===== config.mk =====
export PLATFORM = sky130hd
export DESIGN_NAME = rom_fetch_controller
export DESIGN_NICKNAME = d
export VERILOG_FILES = /design/src/rtl/simple_cpu_pkg.sv /design/src/rtl/cpu_alu.sv /design/src/rtl/rom_fetch_controller.sv
export SDC_FILE = /design/constraint.sdc
export NUM_CORES = 1
export LEC_CHECK = 0
export CAP_MARGIN = 20
export CORE_AREA = 3 3 80 101
export DETAILED_ROUTE_END_ITERATION = 8
export DIE_AREA = 0 0 83 104
export DONT_BUFFER_PORTS = 1
export GPL_TIMING_DRIVEN = 0
export PLACE_DENSITY = 0.45
export SYNTH_ARGS = -nofsm -noshare
export SYNTH_HDL_FRONTEND = slang
export SYNTH_SLANG_ARGS = --single-unit

===== constraint.sdc =====
create_clock -name clk -period 5.7 [get_ports clk]
set_input_delay 0.57 -clock clk [delete_from_list [all_inputs] [get_ports clk]]
set_output_delay 0.57 -clock clk [all_outputs]
set_load 0.005 [all_outputs]

===== src/rtl/simple_cpu_pkg.sv =====
// Shared constants for the simple CPU: opcodes, instruction field positions
// and the sequencing controller's state encoding.
package simple_cpu_pkg;

  localparam int unsigned OPC_MSB = 7;
  localparam int unsigned OPC_LSB = 6;
  localparam int unsigned OPR_W   = 6;

  typedef enum logic [1:0] {
    OP_HLT = 2'b00,
    OP_INC = 2'b01,
    OP_DEC = 2'b10,
    OP_ADD = 2'b11
  } opcode_t;

  typedef enum logic [2:0] {
    S_IDLE,
    S_FETCH,
    S_LATCH,
    S_EXEC,
    S_ACCW,
    S_HALT
  } state_t;

endpackage


===== src/rtl/cpu_alu.sv =====
// Combinational accumulator update: next acc from opcode, current acc and operand.
module cpu_alu
  import simple_cpu_pkg::*;
#(
  parameter int unsigned DATA_W = 8
) (
  input  logic [1:0]        opcode,
  input  logic [DATA_W-1:0] acc,
  input  logic [DATA_W-1:0] operand,
  output logic [DATA_W-1:0] result
);

  always_comb begin
    result = acc;
    case (opcode_t'(opcode))
      OP_INC:  result = acc + 1'b1;
      OP_DEC:  result = acc - 1'b1;
      OP_ADD:  result = acc + operand;
      default: result = acc;
    endcase
  end

endmodule


===== src/rtl/rom_fetch_controller.sv =====
// Fetch-decode-execute sequencer: owns pc, ir and acc, drives the ROM and the
// RAM read port. All strobes and addresses are registered Moore outputs.
module rom_fetch_controller
  import simple_cpu_pkg::*;
#(
  parameter int unsigned ADDR_W   = 6,
  parameter int unsigned DATA_W   = 8,
  parameter int unsigned PROG_LEN = 8
) (
  input  logic              clk,
  input  logic              rst,
  input  logic              run,
  output logic [ADDR_W-1:0] rom_addr,
  output logic              rom_read,
  output logic              rom_ena,
  input  logic [DATA_W-1:0] rom_data,
  output logic [ADDR_W-1:0] ram_addr,
  output logic              ram_read,
  output logic              ram_ena,
  input  logic [DATA_W-1:0] ram_data,
  output logic [DATA_W-1:0] acc,
  output logic [ADDR_W-1:0] pc,
  output logic [DATA_W-1:0] ir,
  output logic              busy,
  output logic              halted,
  output logic              instr_done
);

  state_t              state;
  opcode_t             ir_opc;
  opcode_t             fetched_opc;
  logic [DATA_W-1:0]   alu_result;
  logic [ADDR_W-1:0]   pc_next;
  logic                retire;

  assign ir_opc      = opcode_t'(ir[OPC_MSB:OPC_LSB]);
  assign fetched_opc = opcode_t'(rom_data[OPC_MSB:OPC_LSB]);
  assign pc_next     = (pc == ADDR_W'(PROG_LEN - 1)) ? '0 : pc + 1'b1;

  always_comb begin
    retire = 1'b0;
    if (state == S_ACCW)
      retire = 1'b1;
    else if (state == S_EXEC && (ir_opc == OP_INC || ir_opc == OP_DEC))
      retire = 1'b1;
  end

  cpu_alu #(.DATA_W(DATA_W)) u_alu (
    .opcode  (ir[OPC_MSB:OPC_LSB]),
    .acc     (acc),
    .operand (ram_data),
    .result  (alu_result)
  );

  // Outputs are registered from the upcoming state, so RAM strobes for an ADD
  // are raised while leaving LATCH using the opcode straight off the ROM bus.
  always_ff @(posedge clk) begin
    if (rst) begin
      state      <= S_IDLE;
      acc        <= '0;
      pc         <= '0;
      ir         <= '0;
      rom_addr   <= '0;
      rom_read   <= 1'b0;
      rom_ena    <= 1'b0;
      ram_addr   <= '0;
      ram_read   <= 1'b0;
      ram_ena    <= 1'b0;
      busy       <= 1'b0;
      halted     <= 1'b0;
      instr_done <= 1'b0;
    end else begin
      instr_done <= 1'b0;
      if (retire) begin
        acc        <= alu_result;
        pc         <= pc_next;
        instr_done <= 1'b1;
        ram_ena    <= 1'b0;
        ram_read   <= 1'b0;
        if (run) begin
          state    <= S_FETCH;
          rom_ena  <= 1'b1;
          rom_read <= 1'b1;
          rom_addr <= pc_next;
        end else begin
          state <= S_IDLE;
          busy  <= 1'b0;
        end
      end else begin
        case (state)
          S_IDLE: begin
            if (run) begin
              state    <= S_FETCH;
              rom_ena  <= 1'b1;
              rom_read <= 1'b1;
              rom_addr <= pc;
              busy     <= 1'b1;
            end
          end
          S_FETCH: state <= S_LATCH;
          S_LATCH: begin
            state    <= S_EXEC;
            ir       <= rom_data;
            rom_ena  <= 1'b0;
            rom_read <= 1'b0;
            if (fetched_opc == OP_ADD) begin
              ram_ena  <= 1'b1;
              ram_read <= 1'b1;
              ram_addr <= ADDR_W'(rom_data[OPR_W-1:0]);
            end
          end
          S_EXEC: begin
            if (ir_opc == OP_ADD) begin
              state <= S_ACCW;
            end else begin
              state  <= S_HALT;
              busy   <= 1'b0;
              halted <= 1'b1;
            end
          end
          S_HALT: state <= S_HALT;
          default: begin
            state <= S_IDLE;
            busy  <= 1'b0;
          end
        endcase
      end
    end
  end

endmodule


# Word level (Yosys, flattened, before mapping)
# Cells that the tools add are included.
# word_totals
reg_bits	43
wordCells	74
# op_classes
bitwise	2
muxes	25
n_addsub	4
eq_ne	16
n_reduce_logical	15
# op_table
operator	count
2-to-1 mux 6 bit	5
case mux 8 bit (3 select lines)	1
case mux 3 bit (5 select lines)	1
2-to-1 mux 1 bit	13
AND reduction 3 bit	3
adder 8 x 1 -> 8 bit (second input constant)	1
adder 8 bit	1
subtractor 8 x 1 -> 8 bit (second input constant)	1
adder 6 x 1 -> 6 bit (second input constant)	1
equality test 2 bit (second input constant)	3
equality test 3 x 2 -> 1 bit (second input constant)	2
equality test 3 bit (second input constant)	2
equality test 6 x 3 -> 1 bit (second input constant)	1
2-to-1 mux 3 bit	2
inequality test 2 bit (second input constant)	3
inequality test 3 bit (second input constant)	2
AND reduction 2 bit	3
nonzero test 3 bit	2
case mux 1 bit (2 select lines)	2
AND reduction 4 bit	1
equality test 3 x 1 -> 1 bit (second input constant)	1
zero test 3 bit	1
case mux 1 bit (3 select lines)	1
OR reduction 3 bit	1
other kinds (7)	8

# Depth between registers and ports, before layout
# Gate-level depths: netlist (run 1).
# logic_depth
ltp_word	7
mapped_depth	12

# Hierarchy
# From an unflattened synthesis (run 1), not the netlist that was laid out.
# hier_totals
hier_cells	261
hier_area_um2	2183.3
# modules_own_cells
mod	instances	seq_area_each_um2	cells_each	area_per_inst_um2
rom_fetch_controller	1	860.8	200	1752.9
cpu_alu	1	0.0	61	430.4

# Worst setup path after synthesis (run 1)
# No wires, ideal clock.
# synth_path
kind	reg2reg
startpoint	register ir[7]
endpoint	register acc[7]
t_arrival_ns	2.303
slack_ns	3.274
stages_incl_launch_ff	12
path_cell_list	dfxtp_1 -> ha_1 -> clkbuf_1 -> a21oi_1 -> or2_2 -> inv_1 -> ha_1 -> nand3_1 -> a211oi_1 -> o21a_1 -> o21ai_1 -> mux2_1
# synth_via
elab_chain_cells	6
elab_cells_between_ends	10
# synth_rtl
item	line	rtl
from (decl)	rom_fetch_controller.sv:23	output logic [DATA_W-1:0] ir,
from (signal assigned)	rom_fetch_controller.sv:103	ir <= rom_data;
equality test 2 x 1 -> 1 bit or equality test 2 bit (tied branches)	cpu_alu.sv:15, rom_fetch_controller.sv:44	
logical OR 1 bit	rom_fetch_controller.sv:44	else if (state == S_EXEC && (ir_opc == OP_INC || ir_opc == OP_DEC))
logical AND 1 bit	rom_fetch_controller.sv:44	
2-to-1 mux 1 bit	rom_fetch_controller.sv:44	
2-to-1 mux 1 bit	rom_fetch_controller.sv:42	if (state == S_ACCW)
AND reduction 2 bit (no line)	n/a	
to (signal assigned)	rom_fetch_controller.sv:75	acc <= alu_result;
to (decl)	rom_fetch_controller.sv:21	output logic [DATA_W-1:0] acc,
# Parallel ways exist; a longest one is shown, timed or not.
# A chain may end at the register's enable or synchronous reset.

# Worst setup path after layout (run 1)
# Ends and elaborated chain as after synthesis.

==> run_results.csv, run 1 <==
group,metric,value,unit
synthesis,netlist_area,2120,um^2
critical_path,criticalPathCategory,"flip-flop to flip-flop",
synthesis,synth_fp_nets,274,
synthesis,synthDistinctLibCells,43,
critical_path,slowest_stage,"dfxtp_1",
synthesis,ys_seq_area_frac,0.405,
cts,clk_latency,0.30,ns
status,status,"completed",
critical_path,crit_path_end_kind,"flip-flop",
floorplanning,rows,35,
global_route,grt_overflow,0,
critical_path,required,5.88,ns
synthesis,synthCells,241,
synthesis,synth-edff-count,0,
synthesis,syn_area_per_cell,8.82,um^2
critical_path,critPathMaxFanout,10,
floorplanning,die_area,8630,um^2
layout,finalNonFillerCells,341,
critical_path,crit_end,"acc[7]",
floorplanning,die_y,104,um
sta,finalClockSkew,0.00751,ns
floorplanning,start_util,0.292,
critical_path,critPathArrivalTime,3.01,ns
global_route,grt_pass1_wl,8320,um
layout,syn2layout_area_growth,11.7,%
floorplanning,die_w,83,um
placement,io_buffers,0,
drt,drt_iter0_drc,34,
layout,diodes,0,
placement,gp_congestion,0.782,
synthesis,ys_seq_elements,43,
synthesis,ys_warn_count,0,
cts,cts_setup_buffers,0,
critical_path,startpoint,"ir[7]",
synthesis,synth_flop_cell,"dfxtp_1",
cts,clockRootBuffer,"clkbuf_8",
floorplanning,core,7270,um^2
sta,clock.fmax,354,MHz
critical_path,r2r_start,"ir[7]",
layout,fin_nets,281,
drt,drc,0,
global_route,grt_usage,0.118,
floorplanning,ios,60,
sta,fin_setup_tns,0,ns
drt,routed_wl,5080,um
sta,slew_headroom,0.565,
synthesis,postSynth.asyncResetShare,0,
sta,worst_pin_slew,0.653,ns
cts,cts-hold-fix-buffers,0,
sta,period_share,0.495,
cts,post_cts_resized,0,
critical_path,critPathMaxStageDelay,0.49,ns
sta,rsz0062_at_grt,"no",
cts,cts_buffer_depth,2,
critical_path,crit_path_cell_trace,"ha_1 > clkbuf_1 > a21oi_1 > or2_2 > inv_1 > ha_1 > nand3_1 > a211oi_1 > o21a_1 > o21ai_1 > mux2_1",
layout,layout-drive-gt1-share,0.0884,
cts,cts_htree_levels,2,
placement,dp_hpwl,3880,um
global_route,grt_pass1_vias,1638,
worst_hold_path,hp-class,"input pin to flip-flop",
cts,clk_pin_slew,0.09,ns
power_and_ir_drop,max-vdd-ir-drop,0.151,mV
sta,period_minus_slack,2.82,ns
critical_path,path_common_cell,"ha_1",
sta,finalHoldViolCount,0,
drt,num_vias,1654,
drt,drtPass1Iterations,4,
power_and_ir_drop,power_leakage,0.874,nW
placement,placed_cells_incl_taps,333,
critical_path,reg2reg_slack,2.88,ns
drt,ant_nets,0,
sta,holdWs,0.416,ns
cts,cts_tree,"yes",
drt,avgViaCountPerCell,4.85,
global_route,grt_antenna_before_repair,0,
drt,wl_per_cell,14.9,um
global_route,grt_max_degree,14,
cts,cts_made_buffers,5,
sta,finalMaxSlewViolations,0,
sta,setup_viol,0,
cts,cts.sinks,43,
critical_path,worst_r2r_endpoint,"acc[7]",
critical_path,cp-start-kind,"flip-flop",
power_and_ir_drop,powerDensity,306,nW/um^2
critical_path,reg2regPathDepth,11,
flow_run,cap_viol_max_count,0,
[power by group]
part / leakage [nW] / internal, mW / total, mW / switching (mW)
Clock: 0.0654 / 0.175 / 0.281 / 0.105
Combinational: 0.459 / 0.0433 / 0.104 / 0.0611
Sequential: 0.349 / 0.322 / 0.341 / 0.0187
Total: 0.874 / 0.541 / 0.726 / 0.185
[cell usage in the layout, fill, tap and decap left out, types with 2 or more instances in the layout]
cell type   n
buf_2       4
nor3_1      7
xor2_1      3
clkbuf_8    5
bufinv_16   2
clkbuf_1    7
a211oi_1    7
buf_4       2
o31ai_1     2
nand2_1    15
nor2b_1     2
ha_1       13
nand2b_1    2
a21oi_1    18
nand3_1     4
o21a_1      5
nor4_1      2
nand3b_1    4
nor2_4      2
a31oi_1     2
mux2i_1    14
o21ai_0     4
nor2_1     49
dfxtp_1    43
a211oi_2    2
nor3b_1     2
inv_1       6
xnor2_1     4
[logic make-up after synthesis]
logic type / count (synthesis) / synth area share
simple gates: 97 / 0.224
compound gates: 47 / 0.147
flops: 43 / 0.405
buf+inv: 18 / 0.0377
mux: 15 / 0.0713
fa+ha+maj: 14 / 0.0860
xor+xnor: 7 / 0.0289
[worst min-delay path by stage]
stage                      from          end  slack (ns)  cells after the start
floorplan                halted       halted        0.46                      2
global placement         acc[3]       acc[3]        0.50                      2
detailed placement       acc[3]       acc[3]        0.50                      2
CTS                 rom_data[7]        ir[7]        0.41                      2
global route        rom_data[2]  ram_addr[2]        0.41                      2
finish              rom_data[7]        ir[7]        0.42                      2
[synth_stat cells (3+ instances only)]
cell type	n	area share
a211oi_1	7	0.025
a21oi_1	18	0.042
buf_2	4	0.0094
clkbuf_1	6	0.011
dfxtp_1	43	0.41
ha_1	13	0.077
inv_1	6	0.011
mux2i_1	14	0.066
nand2_1	15	0.026
nand3_1	4	0.0094
nand3b_1	4	0.014
nor2_1	49	0.087
nor3_1	7	0.016
o21a_1	5	0.018
o21ai_0	4	0.0094
xnor2_1	4	0.016
xor2_1	3	0.012
[stage by stage]
step	util	instance area, um^2	power (mW)	setup WS (ns)
finish	0.326	2370	0.726	2.88
global placement	0.308	2240	0.455	2.88
detailed placement	0.308	2240	0.455	2.86
CTS	0.326	2370	0.740	2.82
floorplan	-	2120	0.430	3.27
global route	0.326	2370	0.762	2.52
[final cells by class]
| class | count | area, um^2 |
|---|---|---|
| Clock inverter | 2 | 60.1 |
| Multi-Input combinational cell | 180 | 1180 |
| Buffer | 12 | 57.6 |
| Fill cell | 783 | 4900 |
| Clock buffer | 6 | 72.6 |
| Inverter | 6 | 22.5 |
| Tap cell | 92 | 115 |
| Sequential cell | 43 | 861 |
[critical path, delay by kind of cell (launching register included)]
kind | cells | cell delay [ns]
AO/OA/AOI/OAI | 4 | 0.61
flip-flops | 1 | 0.49
AND/OR/NAND/NOR | 2 | 0.46
buffers and inverters | 2 | 0.42
adder cells (fa/ha/maj) | 2 | 0.41
multiplexers | 1 | 0.33
[registers in the layout (all words and copies together) (netlist names)]
signal,flops
ir,8
acc,8
ram_addr,6
pc,6
ram_ena,1
instr_done,1
state,3
busy,1
rom_read,1
rom_addr,6
halted,1
rom_ena,1
[per-layer routing]
layer	global-route usage	vias up	routed length (um)
li1	-	844	-
met1	0.140	759	2200
met2	0.202	47	2450
met3	0.0428	4	384
met4	0.0280	0	46
met5	0	-	0
Note: power is estimated with default switching activity, not from simulation.
==> run 2, diff against run 1 <==
Clock period 5.7 ns to 2.72 ns, I/O delays scaled along.
==> run 2 against run 1 <==
Compared with the run above:
- hold slack worse by 0.30 ns
- sequential share of layout area down 0.32 points
- utilization up 0.48 points
==> run_results.csv, run 2 (same netlist as run 1, synthesis figures left out) <==
group,metric,value,unit
status,status,"completed",
drt,avgViaCountPerCell,4.91,
critical_path,cp-start-kind,"flip-flop",
floorplanning,rows,35,
drt,drt_iter0_drc,36,
floorplanning,ios,60,
placement,dp_hpwl,3880,um
sta,finalMaxSlewViolations,0,
global_route,grt_max_degree,14,
sta,holdWs,0.118,ns
drt,drtPass1Iterations,4,
layout,postLayoutCellArea,2410,um^2
global_route,grt_pass1_wl,8360,um
drt,num_vias,1671,
sta,worst_pin_slew,0.646,ns
global_route,grt_overflow,0,
layout,finalNonFillerCells,340,
cts,cts_buffer_depth,2,
sta,fin_setup_tns,0,ns
sta,finalClockSkew,0.00845,ns
sta,rsz0062_at_grt,"no",
layout,fin_nets,280,
floorplanning,core,7270,um^2
placement,placed_cells_incl_taps,333,
worst_hold_path,hp-class,"input pin to flip-flop",
layout,final_cell_mix,"48 x nor2_1, 41 x dfxtp_1, 17 x a21oi_1",
layout,layout-drive-gt1-share,0.117,
critical_path,crit_path_end_kind,"flip-flop",
global_route,grt_usage,0.118,
drt,ant_nets,0,
floorplanning,start_util,0.292,
critical_path,critPathMaxFanout,6,
drt,drc,0,
power_and_ir_drop,max-vdd-ir-drop,0.317,mV
cts,cts_made_buffers,5,
floorplanning,die_w,83,um
critical_path,criticalPathCategory,"flip-flop to flip-flop",
floorplanning,die_y,104,um
critical_path,required,2.90,ns
cts,cts-hold-fix-buffers,0,
placement,io_buffers,0,
placement,gp_congestion,0.782,
cts,cts_setup_buffers,0,
layout,diodes,0,
cts,clk_pin_slew,0.09,ns
global_route,grt_pass1_vias,1642,
drt,wl_per_cell,15.0,um
drt,routed_wl,5090,um
sta,period_minus_slack,2.50,ns
sta,finalHoldViolCount,0,
cts,clk_latency,0.29,ns
critical_path,critPathArrivalTime,2.68,ns
cts,clockRootBuffer,"clkbuf_8",
layout,final_common_cell,"nor2_1",
layout,syn2layout_area_growth,13.3,%
sta,setup_viol,0,
power_and_ir_drop,power_leakage,0.875,nW
sta,period_share,0.918,
sta,clock.fmax,400,MHz
power_and_ir_drop,powerDensity,634,nW/um^2
flow_run,cap_viol_max_count,0,
layout,reg_top3,"acc (8), ir (8)",
cts,cts_tree,"yes",
floorplanning,die_area,8630,um^2
sta,slew_headroom,0.570,
global_route,grt_antenna_before_repair,0,
layout,fin_util,0.331,
cts,cts_htree_levels,2,
cts,cts.sinks,43,
placement,place_area,2240,um^2
-- run 2: changes by cell type in the layout (fill, tap and decap cells not counted), sizes merged --
| cell | delta |
|---|---|
| clkbuf | -1 |
-- run 2: worst max-delay path, stage by stage, from the launching register on --
cell	delay, ns
dfxtp_4	0.39
inv_1	0.11
ha_1	0.26
nor2_4	0.17
nor2_1	0.08
ha_1	0.35
a21oi_2	0.24
a211oi_2	0.11
o21a_1	0.19
o21ai_1	0.17
mux2_1	0.33
-- run 2: cell type report --
type / count / area, um^2
Clock buffer: 6 / 72.6
Inverter: 6 / 22.5
Fill cell: 782 / 4860
Multi-Input combinational cell: 180 / 1220
Tap cell: 92 / 115
Sequential cell: 43 / 866
Clock inverter: 2 / 60.1
Buffer: 11 / 53.8
-- run 2: worst paths after layout --
kind | start | slack, ns | depth (start not counted) | end
setup / recovery | ir[6] | 0.22 | 10 | acc[7]
hold / removal | rom_data[7] | 0.12 | 2 | ir[7]
hold reg to reg | acc[0] | 0.51 | 2 | acc[0]
setup reg to reg | ir[6] | 0.22 | 10 | acc[7]
-- run 2: timing repair --
action	4_1_cts	5_1_grt
endpoints found under the setup margin	1	1
gates resized for setup	4	6
pin swaps	0	1
-- run 2: metal layers --
layer | track usage | part of all wire | vias up
met5 | 0 | 0 | -
met4 | 0.0280 | 0.0092 | 0
met3 | 0.0428 | 0.076 | 4
met2 | 0.204 | 0.48 | 46
met1 | 0.140 | 0.44 | 776
li1 | - | - | 845
-- run 2: metrics by stage --
step           power (mW)  setup slack, ns
3_3_place_gp        0.953           -0.101
2_1_floorplan       0.900            0.294
5_1_grt              1.60           0.0377
6_report             1.53            0.223
3_5_place_dp        0.954           -0.124
4_1_cts              1.55           0.0871
-- run 2: power by group --
part / leakage [nW] / total [mW] / switching (mW) / internal, mW
registers: 0.351 / 0.716 / 0.0403 / 0.676
logic: 0.459 / 0.221 / 0.129 / 0.0923
clock network: 0.0654 / 0.588 / 0.221 / 0.367
==> run 3, diff against run 2 <==
Settings changed: CTS_BUF_LIST set to sky130_fd_sc_hd__clkbuf_16, HOLD_SLACK_MARGIN set to 0.12.
==> run 3 against run 2 <==
Compared with the run above:
- total power grew 11%
- via count shrank 0.36%
- fmax shrank 0.52%
- register-to-register slack is essentially flat
- highest routed layer unchanged
==> run_results.csv, run 3 (same netlist as run 1, synthesis figures left out) <==
group,metric,value,unit
sta,clock.fmax,398,MHz
layout,final_cell_mix,"48 x nor2_1, 42 x dfxtp_1, 17 x a21oi_1",
drt,wl_per_cell,15.1,um
cts,clockRootBuffer,"clkbuf_16",
cts,clk_pin_slew,0.06,ns
layout,diodes,0,
floorplanning,die_w,83,um
power_and_ir_drop,switching_share,0.240,
power_and_ir_drop,pwr-share-seq,0.422,
placement,dp_hpwl,3880,um
power_and_ir_drop,max-vdd-ir-drop,0.342,mV
sta,finalHoldViolCount,0,
global_route,grt_usage,0.120,
power_and_ir_drop,powerDensity,690,nW/um^2
layout,final_common_cell,"nor2_1",
cts,cts.sinks,43,
global_route,grt_overflow,0,
layout,postLayoutCellArea,2460,um^2
sta,period_minus_slack,2.51,ns
drt,drt_iter0_drc,53,
global_route,met2_usage,0.205,
placement,place_area,2240,um^2
critical_path,cp-start-kind,"flip-flop",
drt,num_vias,1665,
power_and_ir_drop,pwr-share-clk,0.447,
critical_path,crit_path_end_kind,"flip-flop",
sta,worst_pin_slew,0.654,ns
critical_path,required,2.88,ns
global_route,grt_pass1_wl,8420,um
power_and_ir_drop,comb_power_share,0.131,
critical_path,crit_buf_inv,1,
critical_path,critPathMaxStageDelay,0.52,ns
critical_path,critPathMaxFanout,6,
layout,finalNonFillerCells,340,
cts,cts_htree_levels,2,
sta,holdWs,0.140,ns
global_route,grt_antenna_before_repair,0,
worst_hold_path,hp-class,"input pin to flip-flop",
floorplanning,core,7270,um^2
drt,avgViaCountPerCell,4.90,
sta,finalClockSkew,0.00675,ns
global_route,grtUsageMet3,0.0404,
placement,io_buffers,0,
sta,rsz0062_at_grt,"no",
global_route,grt-busiest-layer,"met2",
sta,period_share,0.923,
sta,setup_viol,0,
critical_path,path_common_cell,"ha_1",
layout,reg_top3,"acc (8), ir (8)",
status,status,"completed",
critical_path,crit_family,"adder cells",
floorplanning,rows,35,
sta,slew_headroom,0.564,
cts,cts-hold-fix-buffers,0,
critical_path,crit_path_cell_trace,"ha_1 > a21oi_1 > or2_2 > inv_1 > ha_1 > nand3_2 > a211oi_2 > o21a_1 > o21ai_1 > mux2_1",
critical_path,critPathArrivalTime,2.67,ns
cts,cts_made_buffers,5,
critical_path,slowest_stage,"dfxtp_1",
layout,fin_nets,280,
floorplanning,ios,60,
cts,cts_setup_buffers,0,
flow_run,cap_viol_max_count,0,
floorplanning,start_util,0.292,
sta,finalMaxSlewViolations,0,
placement,gp_congestion,0.782,
power_and_ir_drop,p_int,1.29,mW
drt,drc,0,
drt,ant_nets,0,
critical_path,criticalPathCategory,"flip-flop to flip-flop",
cts,clk_latency,0.28,ns
global_route,grt_max_degree,14,
layout,syn2layout_area_growth,15.9,%
power_and_ir_drop,power_leakage,0.904,nW
global_route,grt_pass1_vias,1636,
power_and_ir_drop,total_power,1.70,mW
power_and_ir_drop,p_sw,0.409,mW
layout,fin_util,0.339,
drt,routed_wl,5140,um
cts,cts_buffer_depth,2,
drt,drtPass1Iterations,4,
floorplanning,die_y,104,um
floorplanning,die_area,8630,um^2
placement,placed_cells_incl_taps,333,
layout,layout-drive-gt1-share,0.113,
cts,cts_tree,"yes",
global_route,grt_util_met1,0.142,
[run 3: changes by cell type in the layout (fill, tap and decap cells not counted)]
| cell | delta |
|---|---|
| clkbuf_16 | +5 |
| clkbuf_8 | -5 |
| clkbuf_1 | -1 |
| dfxtp_1 | +1 |
| dfxtp_2 | -1 |
| inv_1 | +1 |
[run 3: power by group through the flow]
stage,sequential (mW),combinational [mW],clock [mW]
floorplan,0.718,0.182,0
detailed placement,0.731,0.223,0
global route,0.724,0.252,0.806
global placement,0.731,0.222,0
finish,0.717,0.223,0.760
CTS,0.718,0.225,0.783
[run 3: cell type report]
| type | instances | area [um^2] |
|---|---|---|
| Tap cell | 92 | 115 |
| Inverter | 6 | 22.5 |
| Fill cell | 768 | 4810 |
| Multi-Input combinational cell | 180 | 1220 |
| Buffer | 11 | 53.8 |
| Clock buffer | 5 | 125 |
| Sequential cell | 43 | 865 |
| Clock inverter | 3 | 63.8 |
[run 3: timing repair]
item                                    in CTS  in global routing
pin swaps                                    0                  1
hold endpoints to repair                     0                  0
resized for setup                            3                  6
endpoints found under the setup margin       1                  1
gates cloned                                 0                  0
[run 3: worst reg2reg max path: stages (launching register included)]
cell and delay [ns]:
dfxtp_1 0.52, ha_1 0.34, a21oi_1 0.06, or2_2 0.31
inv_1 0.06, ha_1 0.22, nand3_2 0.11, a211oi_2 0.08
o21a_1 0.19, o21ai_1 0.17, mux2_1 0.33
[run 3: worst paths after layout]
kind	slack, ns	cells past startpoint	start	endpoint
worst max-delay path	0.21	10	ir[7]	acc[7]
worst min-delay path	0.14	2	rom_data[7]	ir[7]
worst max register to register	0.21	10	ir[7]	acc[7]
worst min register to register	0.51	2	acc[0]	acc[0]
[run 3: metal layers]
metal / up-vias / wire length (um) / share of wire
met4: 0 / 32 / 0.0062
met5: - / 0 / 0
met1: 776 / 2260 / 0.44
li1: 844 / - / -
met2: 43 / 2490 / 0.48
met3: 2 / 355 / 0.069
[run 3: per-stage QoR]
stage	setup slack, ns	setup TNS (ns)
floorplan	0.294	0
global placement	-0.101	-0.101
detailed placement	-0.124	-0.124
CTS	0.00213	0
global route	0.0372	0
finish	0.210	0
